===== config.mk =====
export PLATFORM = sky130hd
export DESIGN_NAME = smiley_collision_ctrl
export DESIGN_NICKNAME = d
export VERILOG_FILES = /design/src/rtl/smiley_collision_ctrl.sv
export SDC_FILE = /design/constraint.sdc
export NUM_CORES = 1
export LEC_CHECK = 0
export BUFFER_PORTS_ARGS = -buffer_cell sky130_fd_sc_hd__clkbuf_2
export CAP_MARGIN = 20
export CELL_PAD_IN_SITES_DETAIL_PLACEMENT = 0
export CELL_PAD_IN_SITES_GLOBAL_PLACEMENT = 1
export CORE_ASPECT_RATIO = 1.25
export CORE_MARGIN = 2
export CORE_UTILIZATION = 42
export DETAILED_ROUTE_END_ITERATION = 7
export PLACE_DENSITY = 0.83
export SYNTH_ARGS = -nofsm -noshare
export SYNTH_HDL_FRONTEND = slang
export SYNTH_SLANG_ARGS = --single-unit

===== constraint.sdc =====
create_clock -name clk -period 7.8 [get_ports clk]
set_input_delay 1.56 -clock clk [delete_from_list [all_inputs] [get_ports clk]]
set_output_delay 1.56 -clock clk [all_outputs]
set_load 0.01 [all_outputs]

===== src/rtl/smiley_collision_ctrl.sv =====
// Classifies smiley overlaps with border walls and obstacles during a frame and,
// at each startOfFrame, drives the motion block's direction, Y-toggle and re-centre controls.
module smiley_collision_ctrl #(
  parameter int BORDER_W       = 4,
  parameter int H_MAX          = 639,
  parameter int V_MAX          = 479,
  parameter int TOGGLE_LEN     = 3,
  parameter int HOLDOFF_FRAMES = 4,
  parameter int STUCK_FRAMES   = 8
) (
  input  logic        clk,
  input  logic        resetN,
  input  logic        startOfFrame,
  input  logic [10:0] pixelX,
  input  logic [10:0] pixelY,
  input  logic        smileyDR,
  input  logic        borderDR,
  input  logic        obstacleDR,
  output logic        X_direction,
  output logic        toggleY,
  output logic        collision,
  output logic [15:0] hitCount
);

  // state   | meaning
  // COLLECT | accumulate sticky hit flags until startOfFrame
  // EVAL    | one clock: classify the closed frame and issue responses
  // RESPOND | hold toggleY high for TOGGLE_LEN clocks
  typedef enum logic [1:0] {COLLECT, EVAL, RESPOND} state_t;

  localparam int HW = $clog2(HOLDOFF_FRAMES + 1);
  localparam int TW = (TOGGLE_LEN > 1) ? $clog2(TOGGLE_LEN) : 1;
  localparam int SW = $clog2(STUCK_FRAMES + 1);
  localparam logic [10:0] LO_LIM    = 11'(BORDER_W);
  localparam logic [10:0] RIGHT_LIM = 11'(H_MAX - BORDER_W);
  localparam logic [10:0] BOT_LIM   = 11'(V_MAX - BORDER_W);

  state_t          state, state_nxt;
  logic            hit_top, hit_bot, hit_left, hit_right, hit_obs;
  logic            hit_top_nxt, hit_bot_nxt, hit_left_nxt, hit_right_nxt, hit_obs_nxt;
  logic [HW-1:0]   h_hold, h_hold_nxt, v_hold, v_hold_nxt;
  logic [SW-1:0]   stuck_cnt, stuck_cnt_nxt;
  logic [TW-1:0]   resp_cnt, resp_cnt_nxt;
  logic [15:0]     hit_count, hit_count_nxt;
  logic            x_dir_nxt, toggle_nxt, collision_nxt;
  logic [1:0]      add;
  logic [16:0]     hit_sum;
  logic            hz, vt, any_border, stuck_trip, wall_hit;

  assign hz         = hit_left | hit_right;
  assign vt         = hit_top | hit_bot;
  assign any_border = hz | vt;
  assign stuck_trip = any_border && (stuck_cnt >= SW'(STUCK_FRAMES - 1));
  assign wall_hit   = smileyDR && borderDR;
  assign hitCount   = hit_count;

  always_comb begin
    state_nxt     = state;
    hit_top_nxt   = hit_top;
    hit_bot_nxt   = hit_bot;
    hit_left_nxt  = hit_left;
    hit_right_nxt = hit_right;
    hit_obs_nxt   = hit_obs;
    h_hold_nxt    = h_hold;
    v_hold_nxt    = v_hold;
    stuck_cnt_nxt = stuck_cnt;
    resp_cnt_nxt  = resp_cnt;
    x_dir_nxt     = X_direction;
    toggle_nxt    = toggleY;
    collision_nxt = 1'b0;
    add           = 2'd0;

    case (state)
      COLLECT: begin
        if (wall_hit && (pixelY <= LO_LIM))    hit_top_nxt   = 1'b1;
        if (wall_hit && (pixelY >= BOT_LIM))   hit_bot_nxt   = 1'b1;
        if (wall_hit && (pixelX <= LO_LIM))    hit_left_nxt  = 1'b1;
        if (wall_hit && (pixelX >= RIGHT_LIM)) hit_right_nxt = 1'b1;
        if (smileyDR && obstacleDR)            hit_obs_nxt   = 1'b1;
        if (startOfFrame) state_nxt = EVAL;
      end
      EVAL: begin
        state_nxt     = COLLECT;
        hit_top_nxt   = 1'b0;
        hit_bot_nxt   = 1'b0;
        hit_left_nxt  = 1'b0;
        hit_right_nxt = 1'b0;
        hit_obs_nxt   = 1'b0;
        if (hit_obs || stuck_trip) begin
          // re-centre overrides any wall response and restarts all hold-offs
          collision_nxt = 1'b1;
          h_hold_nxt    = '0;
          v_hold_nxt    = '0;
          stuck_cnt_nxt = '0;
          add           = 2'd1;
        end else begin
          if (hz && (h_hold == '0)) begin
            x_dir_nxt  = ~X_direction;
            h_hold_nxt = HW'(HOLDOFF_FRAMES);
            add        = add + 2'd1;
          end else if (h_hold != '0) begin
            h_hold_nxt = h_hold - HW'(1);
          end
          if (vt && (v_hold == '0)) begin
            v_hold_nxt   = HW'(HOLDOFF_FRAMES);
            add          = add + 2'd1;
            toggle_nxt   = 1'b1;
            resp_cnt_nxt = TW'(TOGGLE_LEN - 1);
            state_nxt    = RESPOND;
          end else if (v_hold != '0) begin
            v_hold_nxt = v_hold - HW'(1);
          end
          stuck_cnt_nxt = any_border ? stuck_cnt + SW'(1) : '0;
        end
      end
      RESPOND: begin
        if (resp_cnt == '0) begin
          toggle_nxt = 1'b0;
          state_nxt  = COLLECT;
        end else begin
          resp_cnt_nxt = resp_cnt - TW'(1);
        end
      end
      default: state_nxt = COLLECT;
    endcase

    hit_sum       = {1'b0, hit_count} + 17'(add);
    hit_count_nxt = hit_sum[16] ? 16'hFFFF : hit_sum[15:0];
  end

  always_ff @(posedge clk) begin
    if (resetN) begin
      state       <= COLLECT;
      hit_top     <= 1'b0;
      hit_bot     <= 1'b0;
      hit_left    <= 1'b0;
      hit_right   <= 1'b0;
      hit_obs     <= 1'b0;
      h_hold      <= '0;
      v_hold      <= '0;
      stuck_cnt   <= '0;
      resp_cnt    <= '0;
      hit_count   <= '0;
      X_direction <= 1'b1;
      toggleY     <= 1'b0;
      collision   <= 1'b0;
    end else begin
      state       <= state_nxt;
      hit_top     <= hit_top_nxt;
      hit_bot     <= hit_bot_nxt;
      hit_left    <= hit_left_nxt;
      hit_right   <= hit_right_nxt;
      hit_obs     <= hit_obs_nxt;
      h_hold      <= h_hold_nxt;
      v_hold      <= v_hold_nxt;
      stuck_cnt   <= stuck_cnt_nxt;
      resp_cnt    <= resp_cnt_nxt;
      hit_count   <= hit_count_nxt;
      X_direction <= x_dir_nxt;
      toggleY     <= toggle_nxt;
      collision   <= collision_nxt;
    end
  end

endmodule


==> results.py <==
metrics = {
    "die": {
        "dieArea_um2": 5230,
        "core_um2": 4460,
        "ios": 47,
        "num_rows": 27,
        "die_w_um": 65.1,
        "start_util_pct": 43.9,
        "fp.dieH_um": 80.4,
    },
    "worst_setup_path": {
        "start_kind": "register",
        "end_kind": "register",
        "required_ns": 8.01,
        "cp_slowest_stage_delay_ns": 0.38,
        "cp_cell_sequence": "inv_1, ha_1, nor2b_1, and2_1, ha_1, inv_1, a21oi_1, ha_1, inv_1, fa_1, nand3b_1, nor2_1, nand2_1, o221ai_1",
        "path_class": "register to register",
        "cp_max_fo": 13,
        "path_buf_inv": 3,
        "path_delay_family": "simple AND/OR/NAND/NOR gates",
        "crit_path_top_delay_cell": "fa_1",
        "crit_arrival_ns": 3.52,
    },
    "timing": {
        "min_period_over_period_pct": 42.4,
        "setup_ws_ns": 4.49,
        "skew_ns": 0.00737,
        "worst_pin_slew_ns": 0.827,
        "fmax_ghz": 0.302,
        "rsz0062_at_grt": "false",
        "fin_hold_ws_ns": 0.453,
        "slew_headroom_pct": 44.8,
        "finalSetupViolations": 0,
        "period_needed_ns": 3.31,
        "slew_violations": 0,
        "hold_viol": 0,
        "fin_setup_tns_ns": 0,
    },
    "cts": {
        "clkSinkCount": 38,
        "clockBufferDepth": 2,
        "cts_tree": "built",
        "clock_latency_ns": 0.29,
        "post_cts_buffers": 0,
        "path_clk_slew_ns": 0.07,
        "cts_made_buffers": 5,
        "post_cts_resized": 0,
        "cts_root_buf": "clkbuf_8",
        "ctsHtreeMaxLevel": 2,
        "cts_hold_buf": 0,
    },
    "synthesis": {
        "syn_area_per_cell_um2": 8.37,
        "synth.distinct_cells": 48,
        "ys_warn_count": 0,
        "syn_area_um2": 1960,
        "ys_seq_area_share_pct": 38.8,
        "syn_inst": 234,
        "ys_ff_latch": 38,
        "synth_fp_nets": 272,
    },
    "final_layout": {
        "area_delta_synth_final_pct": 19.9,
        "utilization_pct": 52.7,
        "finish.net_count": 318,
        "fillers": 457,
        "diodes": 0,
        "drive_above_1_share_pct": 21.4,
    },
    "placed_design": {
        "place_hpwl_um": 3240,
        "pre_cts_slack_ns": 4.49,
        "gp_congestion": 0.807,
        "portBuffers": 46,
    },
    "job": {
        "drv_cap": 0,
    },
    "routing": {
        "remaining_drc_errors": 0,
        "routedWlPerCell_um": 12.8,
        "drtPass1Iterations": 4,
        "vias_per_cell": 5.45,
        "wl_um": 4320,
        "postRouteAntennaNets": 0,
        "vias": 1841,
        "first_iter_violations": 76,
    },
    "global_route": {
        "grt_max_degree": 41,
        "antenna_found_initial": 0,
        "grt_pass1_vias": 1757,
        "gr-total-overflow": 0,
        "grt_pass1_wl_um": 7650,
        "grt_usage_pct": 18.7,
    },
    "run_status": {
        "status": "finished clean",
    },
    "power": {
        "p_total_w": 0.000415,
        "p_leak_nw": 0.920,
        "power_density_nw_per_um2": 177,
        "ir_worst_vdd_v": 0.000101,
    },
    "hold_path": {
        "min-delay-path-class": "register to register",
    },
}
## cell usage after synthesis, drive strengths merged
master    n  share of area, %
nor4b     3               1.3
xnor2     5               2.2
or4b      1              0.51
or3       2              0.64
o31ai     1              0.38
o211ai    1              0.38
nand2    19               3.6
or4       2              0.96
a32oi     1              0.45
nor4      5               1.6
inv      11               2.1
a31oi     3              0.96
nand3     6               1.5
nor2b     6               1.9
nor3b     1              0.38
fa        1               1.0
a21oi    22               5.8
a31o      1              0.45
a21o      4               1.5
nor2     25               4.8
a211o     1              0.45
and3      1              0.32
a311oi    1              0.45
o21ai    10               2.6
nor3      7               1.8
ha        9               5.7
dfxtp    38                39
a41oi     2              0.89
xor2      4               1.8
buf       2              0.57
a211oi    6               2.3
o41ai     2              0.89
a22oi     1              0.38
and2      1              0.32
nand3b    3               1.1
nand4     8               2.9
mux2i     3               1.5
nand2b    3              0.96
clkbuf    6               1.1
o2111ai   1              0.45
a2bb2oi   1              0.45
a2111oi   1              0.45
or2       2              0.64
o221ai    1              0.45
## cell families after synthesis
logic type	after synthesis	share of synthesized area (%)
AO/OA/AOI/OAI	60	19.7
XOR/XNOR	9	4.02
adder cells (fa/ha/maj)	10	6.77
buffers and inverters	19	3.83
flip-flops	38	38.8
multiplexers	3	1.53
AND/OR/NAND/NOR	95	25.4
## routing by layer
| metal | vias up | wire (um) | global-route usage, % |
|---|---|---|---|
| met4 | 0 | 72 | 7.50 |
| met5 | - | 0 | 0 |
| met3 | 6 | 202 | 4.06 |
| li1 | 945 | - | - |
| met2 | 48 | 2120 | 33.9 |
| met1 | 842 | 1920 | 21.1 |
## layout by cell type, fill, tap and decap left out, types with 2 or more instances in the layout
| master | count |
|---|---|
| clkbuf_2 | 46 |
| dfxtp_1 | 38 |
| nor2_1 | 25 |
| a21oi_1 | 21 |
| nand2_1 | 19 |
| inv_1 | 11 |
| o21ai_0 | 10 |
| ha_1 | 9 |
| nand4_1 | 7 |
| nor3_1 | 7 |
| nor2b_1 | 6 |
| nand3_1 | 6 |
| a211oi_1 | 6 |
| clkbuf_8 | 6 |
| nor4_1 | 5 |
| xnor2_1 | 5 |
| a21o_1 | 4 |
| xor2_1 | 4 |
| nand2b_1 | 3 |
| nand3b_1 | 3 |
| a31oi_1 | 3 |
| nor4b_1 | 3 |
| mux2i_1 | 3 |
| or2_2 | 2 |
| a41oi_1 | 2 |
| or3_1 | 2 |
| o41ai_1 | 2 |
## metrics by stage
step / instance area [um2] / instances
final: 2350 / 338
after global routing: 2350 / 338
after CTS: 2350 / 338
after detailed placement: 2240 / 331
after global placement: 2240 / 331
after floorplan: 1960 / 234
## state kept, by name (all words and copies together), names as in the netlist
signal and flops:
X_direction 1, collision 1, h_hold 3, hitCount 16, hit_bot 1, hit_left 1, hit_obs 1, hit_right 1
hit_top 1, resp_cnt 2, state 2, stuck_cnt 4, toggleY 1, v_hold 3
## report_power, final
part | internal [W] | switching (W) | total [W]
Sequential | 0.000198 | 0.00000397 | 0.000202
Clock | 0.000102 | 0.0000665 | 0.000169
Combinational | 0.0000188 | 0.0000252 | 0.0000440
## final timing paths
| check | from | to | slack (ns) | cells after the start |
|---|---|---|---|---|
| worst max-delay path | v_hold[0] | hitCount[13] | 4.49 | 14 |
| worst min-delay path | h_hold[0] | h_hold[0] | 0.45 | 1 |
| worst max register to register | v_hold[0] | hitCount[13] | 4.49 | 14 |
| worst min register to register | h_hold[0] | h_hold[0] | 0.45 | 1 |
## final cells by class
class	count	area (um2)	share of cell area, %
tap	58	72.6	3.09
timing repair buffer	47	238	10.1
sequential	38	761	32.4
inverter	11	41.3	1.76
clock buffer	6	82.6	3.52
clock inverter	1	30.0	1.28
multi-input combinational	177	1120	47.8
Power figures use the tool's default switching activity.
